**config.mk**
```make
export PLATFORM = sky130hd
export DESIGN_NAME = serial_ripple_borrow_subtractor
export DESIGN_NICKNAME = d
export VERILOG_FILES = /design/src/rtl/serial_ripple_borrow_subtractor.sv
export SDC_FILE = /design/constraint.sdc
export NUM_CORES = 1
export LEC_CHECK = 0
export CAP_MARGIN = 20
export CORE_ASPECT_RATIO = 1.2
export CORE_MARGIN = 5
export CORE_UTILIZATION = 49
export DETAILED_ROUTE_END_ITERATION = 12
export PLACE_DENSITY = 0.77
export SYNTH_ARGS = -nofsm -noshare
export SYNTH_HDL_FRONTEND = slang
export SYNTH_SLANG_ARGS = --single-unit
export TNS_END_PERCENT = 10
```
**constraint.sdc**
```tcl
create_clock -name clk -period 1.4 [get_ports clk]
set_input_delay 0.28 -clock clk [delete_from_list [all_inputs] [get_ports clk]]
set_output_delay 0.28 -clock clk [all_outputs]
set_load 0.005 [all_outputs]
```
**src/rtl/serial_ripple_borrow_subtractor.sv**
```systemverilog
// Bit-serial subtractor: D = A - B - Bin, one bit per clock, LSB first, through a
// single registered borrow stage, with valid/ready handshakes on input and output.
module serial_ripple_borrow_subtractor #(
  parameter int WIDTH = 4
) (
  input  logic             clk,
  input  logic             rst,
  input  logic [WIDTH-1:0] A,
  input  logic [WIDTH-1:0] B,
  input  logic             Bin,
  input  logic             in_valid,
  output logic             in_ready,
  output logic [WIDTH-1:0] D,
  output logic             Bout,
  output logic             out_valid,
  input  logic             out_ready
);

  localparam int CW = $clog2(WIDTH) + 1;
  localparam logic [CW-1:0] LAST = CW'(WIDTH - 1);

  typedef enum logic [1:0] {S_IDLE, S_BUSY, S_DONE} state_t;

  state_t           r_state;
  state_t           w_state_next;
  logic [WIDTH-1:0] r_a;
  logic [WIDTH-1:0] r_b;
  logic [WIDTH-1:0] r_res;
  logic             r_borrow;
  logic [CW-1:0]    r_cnt;

  logic             w_a_bit;
  logic             w_b_bit;
  logic             w_d_bit;
  logic             w_borrow_next;
  logic             w_last;
  logic [WIDTH-1:0] w_res_next;

  assign w_a_bit       = r_a[0];
  assign w_b_bit       = r_b[0];
  assign w_d_bit       = w_a_bit ^ w_b_bit ^ r_borrow;
  assign w_borrow_next = (~w_a_bit & w_b_bit) | (~(w_a_bit ^ w_b_bit) & r_borrow);
  assign w_last        = (r_cnt == LAST);
  // New bit enters at the MSB so that after WIDTH shifts bit 0 sits at the LSB.
  assign w_res_next    = (WIDTH'(w_d_bit) << (WIDTH - 1)) | (r_res >> 1);

  always_ff @(posedge clk) begin
    if (rst) begin
      r_state <= S_IDLE;
    end else begin
      r_state <= w_state_next;
    end
  end

  always_comb begin
    w_state_next = r_state;
    in_ready     = 1'b0;
    out_valid    = 1'b0;
    case (r_state)
      S_IDLE: begin
        in_ready = 1'b1;
        if (in_valid) begin
          w_state_next = S_BUSY;
        end
      end
      S_BUSY: begin
        if (w_last) begin
          w_state_next = S_DONE;
        end
      end
      S_DONE: begin
        out_valid = 1'b1;
        if (out_ready) begin
          w_state_next = S_IDLE;
        end
      end
      default: w_state_next = S_IDLE;
    endcase
  end

  always_ff @(posedge clk) begin
    if (rst) begin
      r_a      <= '0;
      r_b      <= '0;
      r_res    <= '0;
      r_borrow <= 1'b0;
      r_cnt    <= '0;
      D        <= '0;
      Bout     <= 1'b0;
    end else begin
      case (r_state)
        S_IDLE: begin
          if (in_valid) begin
            r_a      <= A;
            r_b      <= B;
            r_borrow <= Bin;
            r_cnt    <= '0;
            r_res    <= '0;
          end
        end
        S_BUSY: begin
          r_a      <= r_a >> 1;
          r_b      <= r_b >> 1;
          r_borrow <= w_borrow_next;
          r_cnt    <= r_cnt + CW'(1);
          r_res    <= w_res_next;
          // Outputs update only here, so partial results never reach D.
          if (w_last) begin
            D    <= w_res_next;
            Bout <= w_borrow_next;
          end
        end
        default: begin
        end
      endcase
    end
  end

endmodule
```
; After elaboration in Yosys (flattened, before gate mapping)
; Cells that the tools add are included.
[totals]
register_bits = 23
[op_classes]
n_addsub = 1
eq_ne = 6
mux = 16
n_bitwise = 8
reduce_logical = 5
[ops]
columns = op, n
row1 = $pmux 4 s2, 3
row2 = $mux 4, 3
row3 = $mux 2, 3
row4 = $ne 2x2->1 const B, 3
row5 = $pmux 2 s3, 1
row6 = $pmux 3 s2, 1
row7 = $or 4x3->4, 1
row8 = $reduce_and 2->1, 2
row9 = $add 3x1->3 const B, 1
row10 = $eq 3x2->1 const B, 1
row11 = $mux 1, 3
row12 = $mux 3, 1
row13 = $reduce_and 3->1, 1
row14 = $and 1x1->1, 2
row15 = $eq 2x1->1 const B, 1
row16 = $eq 2x2->1 const B, 1
row17 = $logic_not 2->1, 1
row18 = $not 1->1, 2
row19 = $pmux 1 s2, 1
row20 = $reduce_bool 2->1, 1
row21 = $xor 1x1->1, 2
row22 = $or 1x1->1, 1

; Longest topological paths before layout
; Gate-level depths: netlist (run 1).
[depth]
word_depth = 5
ltp_mapped = 6
ltp_nobuf = 5

; Worst setup path before layout (run 1)
; No wires, ideal clock.
[synth_timing]
path_type = register to register
from = register r_cnt[0]
to = register D[2]
setup_time_ps = 71
arrival_time_ps = 1129
path_slack_ps = 200
stages_incl_launch_ff = 7
n_path_buf = 1
cell_sequence = dfxtp_1 ha_1 ha_1 buf_2 nand3b_1 nand2_1 a21oi_1
[synth_via]
elab_chain_cells = 2
[synth_lines]
columns = element, line_no
row1 = from (decl), 30  ; logic [CW-1:0] r_cnt;
row2 = from (signal assigned), 105  ; r_cnt <= r_cnt + CW'(1);
row3 = $eq 3x2->1, 43  ; assign w_last = (r_cnt == LAST);
row4 = $reduce_and 2->1 (no line), n/a
row5 = to (signal assigned), 109  ; D <= w_res_next;
row6 = to (decl), 13  ; output logic [WIDTH-1:0] D,
; No other way between the ends.
; A chain may end at the register's enable or synchronous reset.

; Worst setup path in the final report (run 1)
[layout_timing]
from = register r_state[0]
to = output in_ready
[layout_via]
elab_chain_cells = 2
[layout_lines]
columns = element, line_no
row1 = from (decl), 24  ; state_t r_state;
row2 = from (signal assigned), 51  ; r_state <= w_state_next;
row3 = $logic_not 2->1, 59  ; case (r_state)
row4 = $mux 1, 59
row5 = to (decl), 12  ; output logic in_ready,
; No other way between the ends.

==> metrics.cfg, run 1 <==
[run_status]
status=complete, no violations

[drt]
ant_nets=0
route.vias.total=880
drc=0
wl_um=2390
dr.first_iter.drc_count=19
avgViaCountPerCell=5.789
dr.pass1.iters=4
routedWlPerCell_um=15.72

[global_route]
grt.total_usage_pct=17.57
grt.overflow.total=0
grt_pass1_vias=873
grt_pass1_wl_um=3995
antenna_found_initial=0
grt_max_degree=23

[cts]
cts_buffers=3
h-tree-depth=1
cts_tree=built
cts-root-buf=clkbuf_4
path_clk_slew_ns=0.13
clkLatencyLatePin_ns=0.32
cts_max_path_buffers=2
cts.hold.buffers_added=0
cts_sinks=22

[setup_path]
cp-startpoint=r_state[0]$_SDFFE_PP0P_
cp_data_required_time_ns=1.12
r2r_end=r_res[1]$_SDFFE_PP0P_
cp-start-kind=register
reg2reg_depth=6
path_class=register to output port
rr_startpoint=r_state[1]$_SDFFE_PP0P_
critPathCaptureType=output port
ff2ff_setup_slack_ns=0.07
worstPathArrival_ns=1.07
crit_fanout=4

[layout]
final_util_pct=69.79
num-fill-cells=151
drive_above_1_share_pct=27.07
stdcell_count=152
n_antenna_cell=0
layout.nets=150
syn_to_final_growth_pct=34.71

[timing]
final_max_slew_viol_count=0
layout_setup_ws_ns=0.04505
fin_crit_sh_pct=96.78
hold_violations=0
min_period_ns=1.355
slew-limit-headroom_pct=81.55
finalClockSkew_ns=0.01154
finalSetupViolCount=0
worst_slew_pin_slew_ns=0.2757
max_freq_mhz=738.0

[power]
p_comb_share_pct=18.3
switching_share_pct=25.73
power.share.sequential_pct=53.6
leakagePower_uw=0.0005313
power.density_mw_per_mm2=971.4
ir_drop_uv=858.7
clock_power_share_pct=28.0
power.internal_uw=942.5
p_sw_uw=326.5

[run]
maxCapViolCount=0

[floorplanning]
die_h_um=58.73
row_count=17
core_area_mm2=0.001872
start_util_pct=51.80
design.die.area_mm2=0.002972
io_pins=20
die_x_um=50.61

[synthesis]
synth.yosys.warnings=0
synth_cell_types=28
synth_top_area_share_pct=45.42
syn_inst=105
synth_seq_cells=22
synth_edf_count=0
synth.largest_area_cell=dfxtp_1
synth_area_um2=969.7
syn_area_per_cell_um2=9.235
synthFlopType=dfxtp_1
synth-seq-area-share_pct=45.42
syn_nets=121
async_reset_ff_share_pct=0
yosys-top-cells-area=dfxtp_1 45%, a21oi_1 6.7%, o221a_2 5.8%

[placed_design]
gp_congestion=0.7455
post-place-ws_ns=-0.07252
portBuffers=19
dp_hpwl_um=1711
dp_cells=147

[worst_hold_path]
holdPathStages=2
min_to=D[0]$_SDFFE_PP0P_
hold_class=register to register
worstHoldStart=D[0]$_SDFFE_PP0P_

how the worst max path moves through the flow:
stage | to | slack, ns | depth (start not counted)
2_1_floorplan | D[2]$_SDFFE_PP0P_ | 0.20 | 6
3_3_place_gp | r_res[1]$_SDFFE_PP0P_ | -0.04 | 5
3_5_place_dp | r_res[3]$_SDFFE_PP0P_ | -0.07 | 5
4_1_cts | D[1]$_SDFFE_PP0P_ | 0.03 | 5
5_1_grt | r_res[1]$_SDFFE_PP0P_ | -0.0005 | 6
6_report | in_ready | 0.05 | 3
placed cells by master, fill, tap and decap left out, types with 3 or more instances in the layout:
cell type / synthesis / routed
nor2_1: 12 / 12
clkdlybuf4s50_1: 0 / 12
inv_1: 9 / 9
nand3_1: 4 / 4
nand2_1: 5 / 5
o22ai_1: 4 / 4
buf_4: 1 / 10
dfxtp_2: 0 / 6
dfxtp_1: 22 / 15
dlygate4sd2_1: 0 / 6
clkbuf_4: 0 / 3
o221a_2: 5 / 5
a21oi_1: 13 / 13
nand2b_1: 3 / 3
a22oi_1: 4 / 3
sequential cells by signal, summed over array words and instances, names as in the netlist:
name and cells:
r_borrow 1, r_state 2, D 4, r_b 4, r_a 4, r_res 3, Bout 1, r_cnt 3
repair_timing:
item	4_1_cts	5_1_grt
gates cloned	0	0
setup buffers	1	0
setup endpoints to repair	7	7
gates resized for setup	19	3
pin swaps	0	0
logic make-up after synthesis:
| logic type | share of synthesized area, % |
|---|---|
| multiplexers | 1.032 |
| adder cells (fa/ha/maj) | 4.645 |
| flip-flops | 45.42 |
| buffers and inverters | 8.386 |
| AND/OR/NAND/NOR | 15.35 |
| AO/OA/AOI/OAI | 25.16 |
metrics by stage:
| stage | area [um2] | hold WS [ns] | total power [uW] | setup TNS (ns) |
|---|---|---|---|---|
| final | 1306 | 0.4594 | 1269 | 0 |
| after global routing | 1306 | 0.4843 | 1324 | -0.0005090 |
| after CTS | 1289 | 0.4631 | 1267 | 0 |
| after detailed placement | 1244 | 0.4555 | 918.5 | -0.7202 |
| after global placement | 1244 | 0.4468 | 908.2 | -0.3070 |
| after floorplan | 969.7 | 0.4439 | 817.0 | 0 |
Yosys cell counts, types with 2 or more instances:
library cell	count
nand2_1	5
nand2b_1	3
ha_1	2
buf_2	2
nor2b_1	2
a32oi_1	2
a21oi_1	13
nor2_1	12
nand3_1	4
buf_6	2
o22ai_1	4
o221a_2	5
dfxtp_1	22
a211oi_1	2
a22oi_1	4
inv_1	9
critical path, stage by stage (launching register included):
cell     delay (ns)
dfxtp_4        0.37
buf_4          0.15
nor2_4         0.09
buf_2          0.15
power by group through the flow:
stage          registers, uW  clock network, uW  logic [uW]
2_1_floorplan            688                  0         129
6_report                 681                356         232
4_1_cts                  680                359         228
5_1_grt                  686                386         252
3_3_place_gp             696                  0         212
3_5_place_dp             698                  0         220
per-layer routing:
| metal | routed length (um) | global-route usage (%) |
|---|---|---|
| met1 | 958 | 19.78 |
| met2 | 1203 | 28.19 |
| met3 | 127 | 4.810 |
| met4 | 100 | 12.41 |
| met5 | 0 | 0 |
area by class of cell:
type	instances	area (um2)	area share, %
tap	19	23.77	1.820
inverter	9	33.78	2.586
sequential	22	451.7	34.58
timing repair buffer	31	292.8	22.41
multi-input combinational	67	467.9	35.82
clock buffer	4	36.28	2.778
Note: power is estimated with default switching activity, not from simulation.
==> inputs of run 2 (changes only) <==
Settings changed: GPL_ROUTABILITY_DRIVEN set to 0.
==> results of run 2 <==
Same layout as run 1: the final DEF is identical, and so are final timing and power.
==> inputs of run 3 (changes only) <==
Settings changed: MAX_ROUTING_LAYER set to met4, TNS_END_PERCENT 10 to 100.
==> run 3 against run 2 <==
  * Power about the same
  * Combinational power about the same
  * Worst hold slack about the same
  * Sequential share of layout area down 0.20 points
  * Maximum frequency up 0.57%
  * Cell count up 0.66%
  * First-iteration DRC count up 11%
  * Clock skew down 0.0026 ns
  * Sequential power about the same
  * Core utilization up 0.40 points
  * Non-clock buffer count up 1
  * Largest cell class unchanged
==> metrics.cfg, run 3 (synthesis results as in run 1) <==
[timing]
slew-limit-headroom_pct=81.61
layout_setup_ws_ns=0.05269
finalSetupViolCount=0
hold_violations=0
worst_slew_pin_slew_ns=0.2749
max_freq_mhz=742.2
min_period_ns=1.347
final_max_slew_viol_count=0
fin_crit_sh_pct=96.24
tns_ns=0
finalClockSkew_ns=0.008933
hold_ws_ns=0.4599

[cts]
cts-root-buf=clkbuf_4
cts.hold.buffers_added=0
path_clk_slew_ns=0.13
h-tree-depth=1
cts_max_path_buffers=2
clkLatencyLatePin_ns=0.32
cts_buffers=3
cts_sinks=22
cts_tree=built

[global_route]
grt_max_degree=23
grt.overflow.total=0
antenna_found_initial=0
grt_pass1_wl_um=4002
grt.total_usage_pct=18.19
grt_pass1_vias=879

[drt]
ant_nets=0
dr.pass1.iters=4
wl_um=2375
routedWlPerCell_um=15.52
avgViaCountPerCell=5.712
route.vias.total=874
drc=0
dr.first_iter.drc_count=21

[run]
maxCapViolCount=0

[layout]
layout_common_cells=15 x dfxtp_1, 13 x a21oi_1, 12 x nor2_1, 12 x clkdlybuf4s50_1, 11 x buf_4
drive_above_1_share_pct=27.61
final_util_pct=70.19
layout.nets=151
top_regs=D (4), r_a (4), r_b (4)
n_antenna_cell=0
stdcell_count=153
final_common_cell=dfxtp_1
syn_to_final_growth_pct=35.48

[power]
power.share.sequential_pct=53.7
power.internal_uw=942.4
power.density_mw_per_mm2=965.4
p_comb_share_pct=18.3
switching_share_pct=25.69
p_sw_uw=325.9
clock_power_share_pct=28.1
leakagePower_uw=0.0005367
ir_drop_uv=866.9

[setup_path]
cp-startpoint=r_state[0]$_SDFFE_PP0P_
cp-start-kind=register
slowest_delay_ns=0.37
cp_slowest_cell=dfxtp_4
worstPathArrival_ns=1.07
cp_data_required_time_ns=1.12
crit_chain=buf_4 > nor2_4 > buf_2
reg2reg_depth=6
crit_fanout=4
r2r_end=r_res[3]$_SDFFE_PP0P_
ff2ff_setup_slack_ns=0.07
critPathCaptureType=output port
rr_startpoint=r_state[1]$_SDFFE_PP0P_
path_class=register to output port

[placed_design]
dp_cells=147
portBuffers=19
dp_hpwl_um=1711
post-place-ws_ns=-0.07252

[floorplanning]
design.die.area_mm2=0.002972
start_util_pct=51.80
core_area_mm2=0.001872
row_count=17
die_h_um=58.73
die_x_um=50.61
io_pins=20

[worst_hold_path]
min_to=D[0]$_SDFFE_PP0P_
holdPathStages=2
hold_class=register to register
worstHoldStart=D[0]$_SDFFE_PP0P_

[run_status]
status=complete, no violations

[run 3: cell count changes in the layout (fill, tap and decap cells not counted), sizes merged]
cell | previous run | this run
buf | 13 | 14
[run 3: layout make-up]
cell class                      instances  area [um2]
Fill cell                             150       558.0
Timing Repair Buffer                   32       300.3
Tap cell                               19       23.77
Multi-Input combinational cell         67       467.9
Clock buffer                            4       36.28
Inverter                                9       33.78
Sequential cell                        22       451.7
[run 3: how the worst max path moves through the flow]
stage | to | cells past startpoint
3_5_place_dp | r_res[3]$_SDFFE_PP0P_ | 5
2_1_floorplan | D[2]$_SDFFE_PP0P_ | 6
3_3_place_gp | r_res[1]$_SDFFE_PP0P_ | 5
6_report | in_ready | 3
5_1_grt | r_res[1]$_SDFFE_PP0P_ | 6
4_1_cts | D[1]$_SDFFE_PP0P_ | 5
[run 3: power groups by stage]
stage | Combinational (uW) | Clock, uW | Sequential, uW
detailed placement | 220 | 0 | 698
floorplan | 129 | 0 | 688
global route | 253 | 386 | 686
global placement | 212 | 0 | 696
CTS | 228 | 359 | 680
finish | 232 | 356 | 681
[run 3: layer usage]
layer  GRT usage (%)  routed length, um  vias up
li1                -                  -      428
met1           19.78                970      413
met2           28.55               1204       22
met3           4.810                101       11
met4           12.41                 98        0
met5               -                  0        -
[run 3: per-stage QoR]
step	total power [uW]	cell area [um2]
3_5_place_dp	918.5	1244
2_1_floorplan	817.0	969.7
5_1_grt	1324	1314
3_3_place_gp	908.2	1244
4_1_cts	1267	1296
6_report	1268	1314
[run 3: critical path, delay by kind of cell (launching register included)]
kind	cells	cell delay, ns
buffers and inverters	2	0.29
DFF	1	0.37
and+or+nand+nor	1	0.09
[run 3: what timing repair did]
item                                    4_1_cts  5_1_grt
endpoints found under the setup margin        7        7
setup buffers                                 2        0
gates resized for setup                      19        3
pin swaps                                     0        1
